**src/rtl/bram_pkg.sv**
```systemverilog
// rtl/bram_pkg.sv - shared types and constants for the BRAM port-B arbiter
//
// Purpose: arbiter state encoding, BRAM geometry and the default burst limit.
// Ports: none (package).

package bram_pkg;

  localparam int BRAM_AW       = 9;
  localparam int BRAM_DW       = 32;
  localparam int DEF_MAX_BURST = 16;

  typedef enum logic [1:0] {
    IDLE = 2'd0,
    OWN0 = 2'd1,
    OWN1 = 2'd2
  } arb_state_t;

  // Maps a requester index to the state that gives it the port.
  function automatic arb_state_t own_state(input logic sel);
    return sel ? OWN1 : OWN0;
  endfunction

endpackage

```
**src/rtl/rr_arb2.sv**
```systemverilog
// rtl/rr_arb2.sv - two-way round-robin pick used when the port is idle
//
// Purpose: choose which requester gets the port from IDLE.
// Ports:
//   req0, req1  : pending requests
//   last_owner  : requester that held the port most recently
//   gnt_valid   : at least one requester is pending
//   gnt_sel     : chosen requester (0 or 1), meaningful when gnt_valid=1

module rr_arb2 (
  input  logic req0,
  input  logic req1,
  input  logic last_owner,
  output logic gnt_valid,
  output logic gnt_sel
);

  assign gnt_valid = req0 | req1;
  // A lone requester wins; on a tie the one that did not own last wins.
  assign gnt_sel   = req1 & (~req0 | ~last_owner);

endmodule

```
**src/rtl/bram_portb_arb.sv**
```systemverilog
// rtl/bram_portb_arb.sv - two-requester arbiter driving BRAM port B
//
// Purpose: share one BRAM port between two requesters, one beat per cycle,
// bounded bursts so neither requester starves.
// Ports:
//   Clk, Reset            : clock (also clocks the BRAM) and async active-high reset
//   reqN/weN/beN/addrN/wdataN : requester N beat (held until ackN)
//   ackN                  : beat of requester N accepted this cycle (combinational)
//   rvalidN, rdata        : read return for requester N, one cycle after ackN
//   web, addrb, dinb      : BRAM port-B controls
//   doutb                 : BRAM port-B read data (one cycle latency)

module bram_portb_arb
  import bram_pkg::*;
#(
  parameter int MAX_BURST = DEF_MAX_BURST,
  parameter int AW        = BRAM_AW
) (
  input  logic               Clk,
  input  logic               Reset,
  input  logic               req0,
  input  logic               we0,
  input  logic [3:0]         be0,
  input  logic [AW-1:0]      addr0,
  input  logic [BRAM_DW-1:0] wdata0,
  input  logic               req1,
  input  logic               we1,
  input  logic [3:0]         be1,
  input  logic [AW-1:0]      addr1,
  input  logic [BRAM_DW-1:0] wdata1,
  output logic               ack0,
  output logic               ack1,
  output logic               rvalid0,
  output logic               rvalid1,
  output logic [BRAM_DW-1:0] rdata,
  output logic [3:0]         web,
  output logic [AW-1:0]      addrb,
  output logic [BRAM_DW-1:0] dinb,
  input  logic [BRAM_DW-1:0] doutb
);

  // Wide enough to hold MAX_BURST itself; the counter saturates there.
  localparam int CW = $clog2(MAX_BURST + 1);

  arb_state_t   state, state_next;
  logic [CW-1:0] burst_cnt, cnt_next;
  logic         last_owner, last_next;
  logic         cnt_max;
  logic         gnt_valid, gnt_sel;

  logic               accept;
  logic               sel_we;
  logic [3:0]         sel_be;
  logic [AW-1:0]      sel_addr;
  logic [BRAM_DW-1:0] sel_wdata;
  logic [AW-1:0]      addr_q;
  logic [BRAM_DW-1:0] din_q;

  rr_arb2 u_rr_arb2 (
    .req0       (req0),
    .req1       (req1),
    .last_owner (last_owner),
    .gnt_valid  (gnt_valid),
    .gnt_sel    (gnt_sel)
  );

  assign cnt_max = (burst_cnt == CW'(MAX_BURST));

  // State, burst counter and last owner registers.
  always_ff @(posedge Clk or posedge Reset) begin
    if (Reset) begin
      state      <= IDLE;
      burst_cnt  <= '0;
      last_owner <= 1'b1;
    end else begin
      state      <= state_next;
      burst_cnt  <= cnt_next;
      last_owner <= last_next;
    end
  end

  // Next state and beat acceptance. Leaving an owner state always costs one
  // cycle with no beat, which is where last_owner is updated.
  always_comb begin
    state_next = state;
    cnt_next   = burst_cnt;
    last_next  = last_owner;
    ack0       = 1'b0;
    ack1       = 1'b0;
    case (state)
      IDLE: begin
        if (gnt_valid) begin
          state_next = own_state(gnt_sel);
          cnt_next   = '0;
        end
      end
      OWN0: begin
        if (!req0 || (cnt_max && req1)) begin
          last_next  = 1'b0;
          cnt_next   = '0;
          state_next = req1 ? OWN1 : IDLE;
        end else begin
          ack0 = 1'b1;
          if (!cnt_max) cnt_next = burst_cnt + CW'(1);
        end
      end
      OWN1: begin
        if (!req1 || (cnt_max && req0)) begin
          last_next  = 1'b1;
          cnt_next   = '0;
          state_next = req0 ? OWN0 : IDLE;
        end else begin
          ack1 = 1'b1;
          if (!cnt_max) cnt_next = burst_cnt + CW'(1);
        end
      end
      default: begin
        state_next = IDLE;
      end
    endcase
  end

  // Datapath mux: the accepted requester drives the port in the same cycle.
  always_comb begin
    sel_we    = we0;
    sel_be    = be0;
    sel_addr  = addr0;
    sel_wdata = wdata0;
    if (ack1) begin
      sel_we    = we1;
      sel_be    = be1;
      sel_addr  = addr1;
      sel_wdata = wdata1;
    end
  end

  assign accept = ack0 | ack1;
  assign web    = (accept && sel_we) ? sel_be : 4'h0;
  assign addrb  = accept ? sel_addr  : addr_q;
  assign dinb   = accept ? sel_wdata : din_q;
  assign rdata  = doutb;

  // Address/data hold between beats and the one-cycle read return flags.
  always_ff @(posedge Clk or posedge Reset) begin
    if (Reset) begin
      addr_q  <= '0;
      din_q   <= '0;
      rvalid0 <= 1'b0;
      rvalid1 <= 1'b0;
    end else begin
      addr_q  <= addrb;
      din_q   <= dinb;
      rvalid0 <= ack0 & ~we0;
      rvalid1 <= ack1 & ~we1;
    end
  end

endmodule

```
**config.mk**
```make
export PLATFORM = sky130hd
export DESIGN_NAME = bram_portb_arb
export DESIGN_NICKNAME = d
export VERILOG_FILES = /design/src/rtl/bram_pkg.sv /design/src/rtl/rr_arb2.sv /design/src/rtl/bram_portb_arb.sv
export SDC_FILE = /design/constraint.sdc
export NUM_CORES = 1
export LEC_CHECK = 0
export ABC_AREA = 1
export BUFFER_PORTS_ARGS = -buffer_cell sky130_fd_sc_hd__buf_4
export CAP_MARGIN = 10
export CORE_ASPECT_RATIO = 0.6
export CORE_MARGIN = 2
export CORE_UTILIZATION = 40
export CTS_BUF_LIST = sky130_fd_sc_hd__clkbuf_2 sky130_fd_sc_hd__clkbuf_4 sky130_fd_sc_hd__clkbuf_8
export CTS_CLUSTER_SIZE = 14
export DETAILED_ROUTE_END_ITERATION = 8
export PLACE_DENSITY = 0.77
export REMOVE_ABC_BUFFERS = 1
export SYNTH_ARGS = -nofsm -noshare
export SYNTH_HDL_FRONTEND = slang
export SYNTH_HIERARCHICAL = 1
export SYNTH_SLANG_ARGS = --single-unit
```
**constraint.sdc**
```tcl
create_clock -name Clk -period 4 [get_ports Clk]
set_input_delay 0.6 -clock Clk [delete_from_list [all_inputs] [get_ports Clk]]
set_output_delay 0.6 -clock Clk [all_outputs]
set_load 0.01 [all_outputs]
```
==> results.toml, run 1 <==
[floorplan]
io_pins = 209
dieArea_mm2 = 0.008635
coreArea_mm2 = 0.007757
initial_core_util_pct = 40.66
die_y_um = 72.79
rows = 25
die_w_um = 118.6

[setup_path]
crit_fanout = 90
cp.required_ps = 3400
critPathLaunchType = "register"
crit_buf_inv = 4
critPathSlowestCell = "buf_4"
crit_type = "register to primary output"
worstSetupEndpointType = "primary output"
cpPeakStageDelay_ps = 640
critPathArrivalTime_ps = 2580
worstPathCellList = "inv_1, ha_1, nand2_1, inv_2, nand3_4, nand2_4, buf_4, nor2_1, o21ai_0, buf_4"
cpMostUsedCell = "buf_4"
crit_family = "buffers and inverters"

[final_layout]
drive_gt1_share_pct = 29.44
final_cell_mix = "157 x nand2_1, 146 x buf_4, 63 x inv_1"
fin_nets = 690
areaGrowthSynthToFinish_pct = 30.31
antenna_cells = 0
layout_commonest_cell = "nand2_1"

[sta]
worst_slew_pin_slew_ps = 844.9
final-setup-viol-count = 0
fin_worst_skew_ps = 9.555
max_freq_ghz = 0.3144
finalCriticalPeriod_ps = 3180
relSlewSlack_pct = 43.67
hold_viol_final = 0
period_share_pct = 79.51
fin_setup_tns_ps = 0
rsz0062_at_grt = "false"
slew_viol_final = 0

[drt]
drt-total-wl_mm = 9.106
drc = 0
drt_pass1_iterations = 4
num_vias = 3041
first_iter_violations = 107
ant_nets = 0
post_drt_wl_per_cell_um = 13.69
vias_per_cell = 4.573

[global_route]
gr-total-overflow = 0
first_global_vias = 2849
antenna_found_initial = 0
grt_start_max_net_pins = 91
groute.usage.overall_pct = 21.26
grt_pass1_wl_mm = 14.47

[place]
dp_hpwl_mm = 6.640
place.gp.congestion = 0.8362
port_buffers = 144

[clock_network]
cts_resized = 0
htreeDepth = 2
cts_root_buf = "clkbuf_8"
cts.sinks = 51
cts_setup_buffers = 0
postCtsHoldBufs = 0
clockBufferDepth = 2
insertion_delay_ps = 310
clkTransAtPathRegs_ps = 80
cts_tree = "done"
cts_buffers = 5

[power]
power_mw = 2.521
p_leak_nw = 2.409
peakVddDrop_mv = 0.2566
p_per_area_mw_per_mm2 = 613.4

[yosys]
syn_avg_cell_area_um2 = 6.963
ys_seq_elements = 51
yosys.cell_types.count = 25
ys_warn_count = 6
synth_area_mm2 = 0.003154
syn_inst = 453
ys_seq_area_share_pct = 40.50

[outcome]
outcome = "finished, final reports clean"

[flow_run]
drv_cap = 0

[worst_hold_path]
hold_class = "primary input to register"
## cells in the mapped netlist (all sizes together)
cell	instances	area (um2)
nand2	160	618.1
inv	67	254.0
dfrtp	50	1251
buf	49	360.3
nor2	48	187.7
o21ai	46	230.2
nand3	14	82.58
a21oi	6	30.03
ha	6	75.07
a22o	1	8.760
clkbuf	1	3.750
dfstp	1	26.28
nand3b	1	7.510
nor3	1	5.000
o21bai	1	7.510
or2	1	6.260
## final timing paths
kind / startpoint / to / slack [ps] / depth (start not counted)
hold reg to reg: last_owner / last_owner / 490 / 2
hold / removal: we0 / rvalid0 / 450 / 2
setup reg to reg: burst_cnt[0] / din_q[24] / 1800 / 9
max in group asynchronous: Reset / burst_cnt[2] / 3090 / 3
setup / recovery: burst_cnt[0] / dinb[24] / 820 / 10
min in group asynchronous: Reset / din_q[25] / 460 / 3
## registers in the layout, indices dropped and copies added, names as in the netlist
| name | flops |
|---|---|
| rvalid0 | 1 |
| last_owner | 1 |
| rvalid1 | 1 |
| addr_q | 9 |
| burst_cnt | 5 |
| state | 2 |
| din_q | 32 |
## routing by layer
metal / vias to the layer above / track usage [%] / routed length (um)
li1: 1525 / - / -
met1: 1338 / 28.16 / 4237
met2: 171 / 29.18 / 3532
met3: 7 / 12.58 / 1259
met4: 0 / 5.026 / 76
met5: - / 3.977 / 0
## final cells by class
type	count	area [um2]
inverter	67	254.0
multi-input combinational	285	1259
clock inverter	1	5.005
timing repair buffer	146	1096
sequential	51	1277
tap	108	135.1
fill	740	3647
clock buffer	7	83.83
## cells by family after synthesis
| family | share of synthesized area [%] |
|---|---|
| fa+ha+maj | 2.380 |
| compound gates | 8.767 |
| simple gates | 28.76 |
| buf+inv | 19.60 |
| flops | 40.50 |
## power by group
part	internal [mW]	switching [mW]
logic	0.607	0.804
registers	0.736	0.0674
clock network	0.137	0.170
## worst reg2reg max path: cells and delay by family, from the launching register on
family                   cells  cell delay [ps]
buffers and inverters        3              820
AO/OA/AOI/OAI                1              330
flip-flops                   1              410
adder cells (fa/ha/maj)      1              160
AND/OR/NAND/NOR              4              380
## metrics by stage
stage	instances	hold WS, ps	setup WS (ps)	util (%)	instance area, um2
after global routing	665	447.8	543.3	52.98	4110
final	665	454.6	819.8	52.98	4110
after global placement	657	472.6	1229	51.84	4021
after floorplan	403	462.0	1148	-	2790
after CTS	665	438.9	811.2	52.98	4110
after detailed placement	657	472.3	1152	51.84	4021
Power figures use the tool's default switching activity.
==> inputs of run 2 (changes only) <==
==> constraint.sdc (replaced) <==
create_clock -name Clk -period 3.05 [get_ports Clk]
set_input_delay 0.4575 -clock Clk [delete_from_list [all_inputs] [get_ports Clk]]
set_output_delay 0.4575 -clock Clk [all_outputs]
set_load 0.01 [all_outputs]
==> run 2 against run 1 <==
Net effect:
- clock skew shrank 1.0 ps
- sequential share of layout area shrank 0.38 points
- non-clock buffer count is the same
- hold slack lost 140 ps
- die area is the same
- first-iteration DRC count grew 35%
- final cell count is the same
- via count grew 0.36%
- sequential power grew 31%
- total power grew 35%
- global-route usage shrank 0.66 points
- setup slack lost 570 ps
==> results.toml, run 2 (same netlist as run 1, synthesis figures left out) <==
[floorplan]
io_pins = 209
dieArea_mm2 = 0.008635
coreArea_mm2 = 0.007757
die_w_um = 118.6
rows = 25
initial_core_util_pct = 40.66
die_y_um = 72.79

[global_route]
gr-total-overflow = 0
groute.usage.overall_pct = 20.60
grt_pass1_wl_mm = 14.00
grt_start_max_net_pins = 79
antenna_found_initial = 0
first_global_vias = 2778

[sta]
fin_setup_tns_ps = 0
worst_slew_pin_slew_ps = 1049
hold_viol_final = 0
max_freq_ghz = 0.3572
fin_worst_skew_ps = 8.530
slew_viol_final = 0
rsz0062_at_grt = "false"
timing.final.ws_setup_ps = 250.2
finalCriticalPeriod_ps = 2800
relSlewSlack_pct = 29.94
period_share_pct = 91.80
final-setup-viol-count = 0

[outcome]
outcome = "finished, final reports clean"

[setup_path]
cp.required_ps = 2590
worstSetupEndpointType = "primary output"
critPathLaunchType = "register"
critPathArrivalTime_ps = 2340
crit_type = "register to primary output"
crit_fanout = 29

[power]
p_per_area_mw_per_mm2 = 817.6
seqPwrFrac_pct = 30.9
p_leak_nw = 2.431
power_mw = 3.403
comb_power_share_pct = 55.0
p_int_mw = 2.042
p_sw_share_pct = 39.97
power.switching_mw = 1.360
power.share.clock_pct = 14.1
peakVddDrop_mv = 0.3104

[place]
place_ws_ps = 458.3
dp_hpwl_mm = 6.489
place_inst = 657
port_buffers = 144
place.gp.congestion = 0.8604

[clock_network]
insertion_delay_ps = 300
cts.sinks = 51
postCtsHoldBufs = 0
htreeDepth = 2
cts_root_buf = "clkbuf_8"
clkTransAtPathRegs_ps = 90
cts_buffers = 5
clockBufferDepth = 2
cts_tree = "done"

[final_layout]
fin_util_pct = 53.65
fillCellCount = 738
layout.cells.non_filler = 665
multi_input_area_mm2 = 0.001259
layout_commonest_cell = "nand2_1"
areaGrowthSynthToFinish_pct = 31.93
fin_nets = 690
largestRegisters = "din_q: 32 flops, addr_q: 9 flops, burst_cnt: 5 flops"
largest_reg_flops = 32
antenna_cells = 0
final_cell_mix = "157 x nand2_1, 144 x buf_4, 63 x inv_1"
seqCellArea_mm2 = 0.001277
drive_gt1_share_pct = 29.44
largest-register = "din_q"

[drt]
drt-total-wl_mm = 8.560
ant_nets = 0
num_vias = 3052
post_drt_wl_per_cell_um = 12.87
vias_per_cell = 4.589
drt_pass1_iterations = 4
drc = 0
first_iter_violations = 144

[flow_run]
drv_cap = 0

[worst_hold_path]
hold_class = "primary input to register"
==> run 2: changes by cell type in the layout (fill, tap and decap cells not counted), sizes merged <==
cell	delta
bufinv	+1
clkbuf	-1
==> run 2: repair_timing <==
| action | in CTS | in global routing |
|---|---|---|
| setup endpoints to repair | 0 | 23 |
| gates resized for setup | 0 | 4 |
| buffers inserted | 0 | 0 |
==> run 2: layout make-up <==
type,instances,area share [%]
sequential,51,30.70
multi-input combinational,285,30.25
timing repair buffer,146,26.82
inverter,67,6.164
tap,108,3.247
clock buffer,6,1.984
clock inverter,2,0.8419
==> run 2: per-layer routing <==
layer	wire length [um]	GRT usage, %	up-vias
li1	-	-	1531
met1	4142	28.11	1347
met2	3198	27.39	165
met3	1140	11.88	9
met4	80	5.026	0
met5	0	4.545	-
==> run 2: critical path, stage by stage, from the launching register on <==
cell,delay [ps]
dfrtp_1,420
inv_1,90
ha_1,210
nand2_1,80
inv_2,120
nand2_4,150
nand2_4,220
buf_8,240
nand2_1,70
o21ai_0,240
buf_4,180
==> run 2: final timing paths <==
path	start	to	cells past startpoint	slack, ps
worst max-delay path	state[0]	dinb[28]	10	250
worst min-delay path	we0	rvalid0	2	310
worst max register to register	state[0]	burst_cnt[1]	9	1080
worst min register to register	last_owner	last_owner	2	490
max in group asynchronous	Reset	din_q[10]	2	1990
min in group asynchronous	Reset	burst_cnt[3]	2	430
==> run 2: power by group through the flow <==
stage	registers [mW]	clock network, mW	logic (mW)
2_1_floorplan	1.05	0	0.972
3_3_place_gp	1.05	0	1.84
3_5_place_dp	1.07	0	1.87
4_1_cts	1.05	0.500	1.88
5_1_grt	1.08	0.530	2.09
6_report	1.05	0.478	1.87
==> run 2: stage by stage <==
stage	instance area (um2)	hold WS, ps
2_1_floorplan	2790	462.0
3_3_place_gp	4034	475.5
3_5_place_dp	4034	474.9
4_1_cts	4151	292.7
5_1_grt	4161	296.5
6_report	4161	311.0
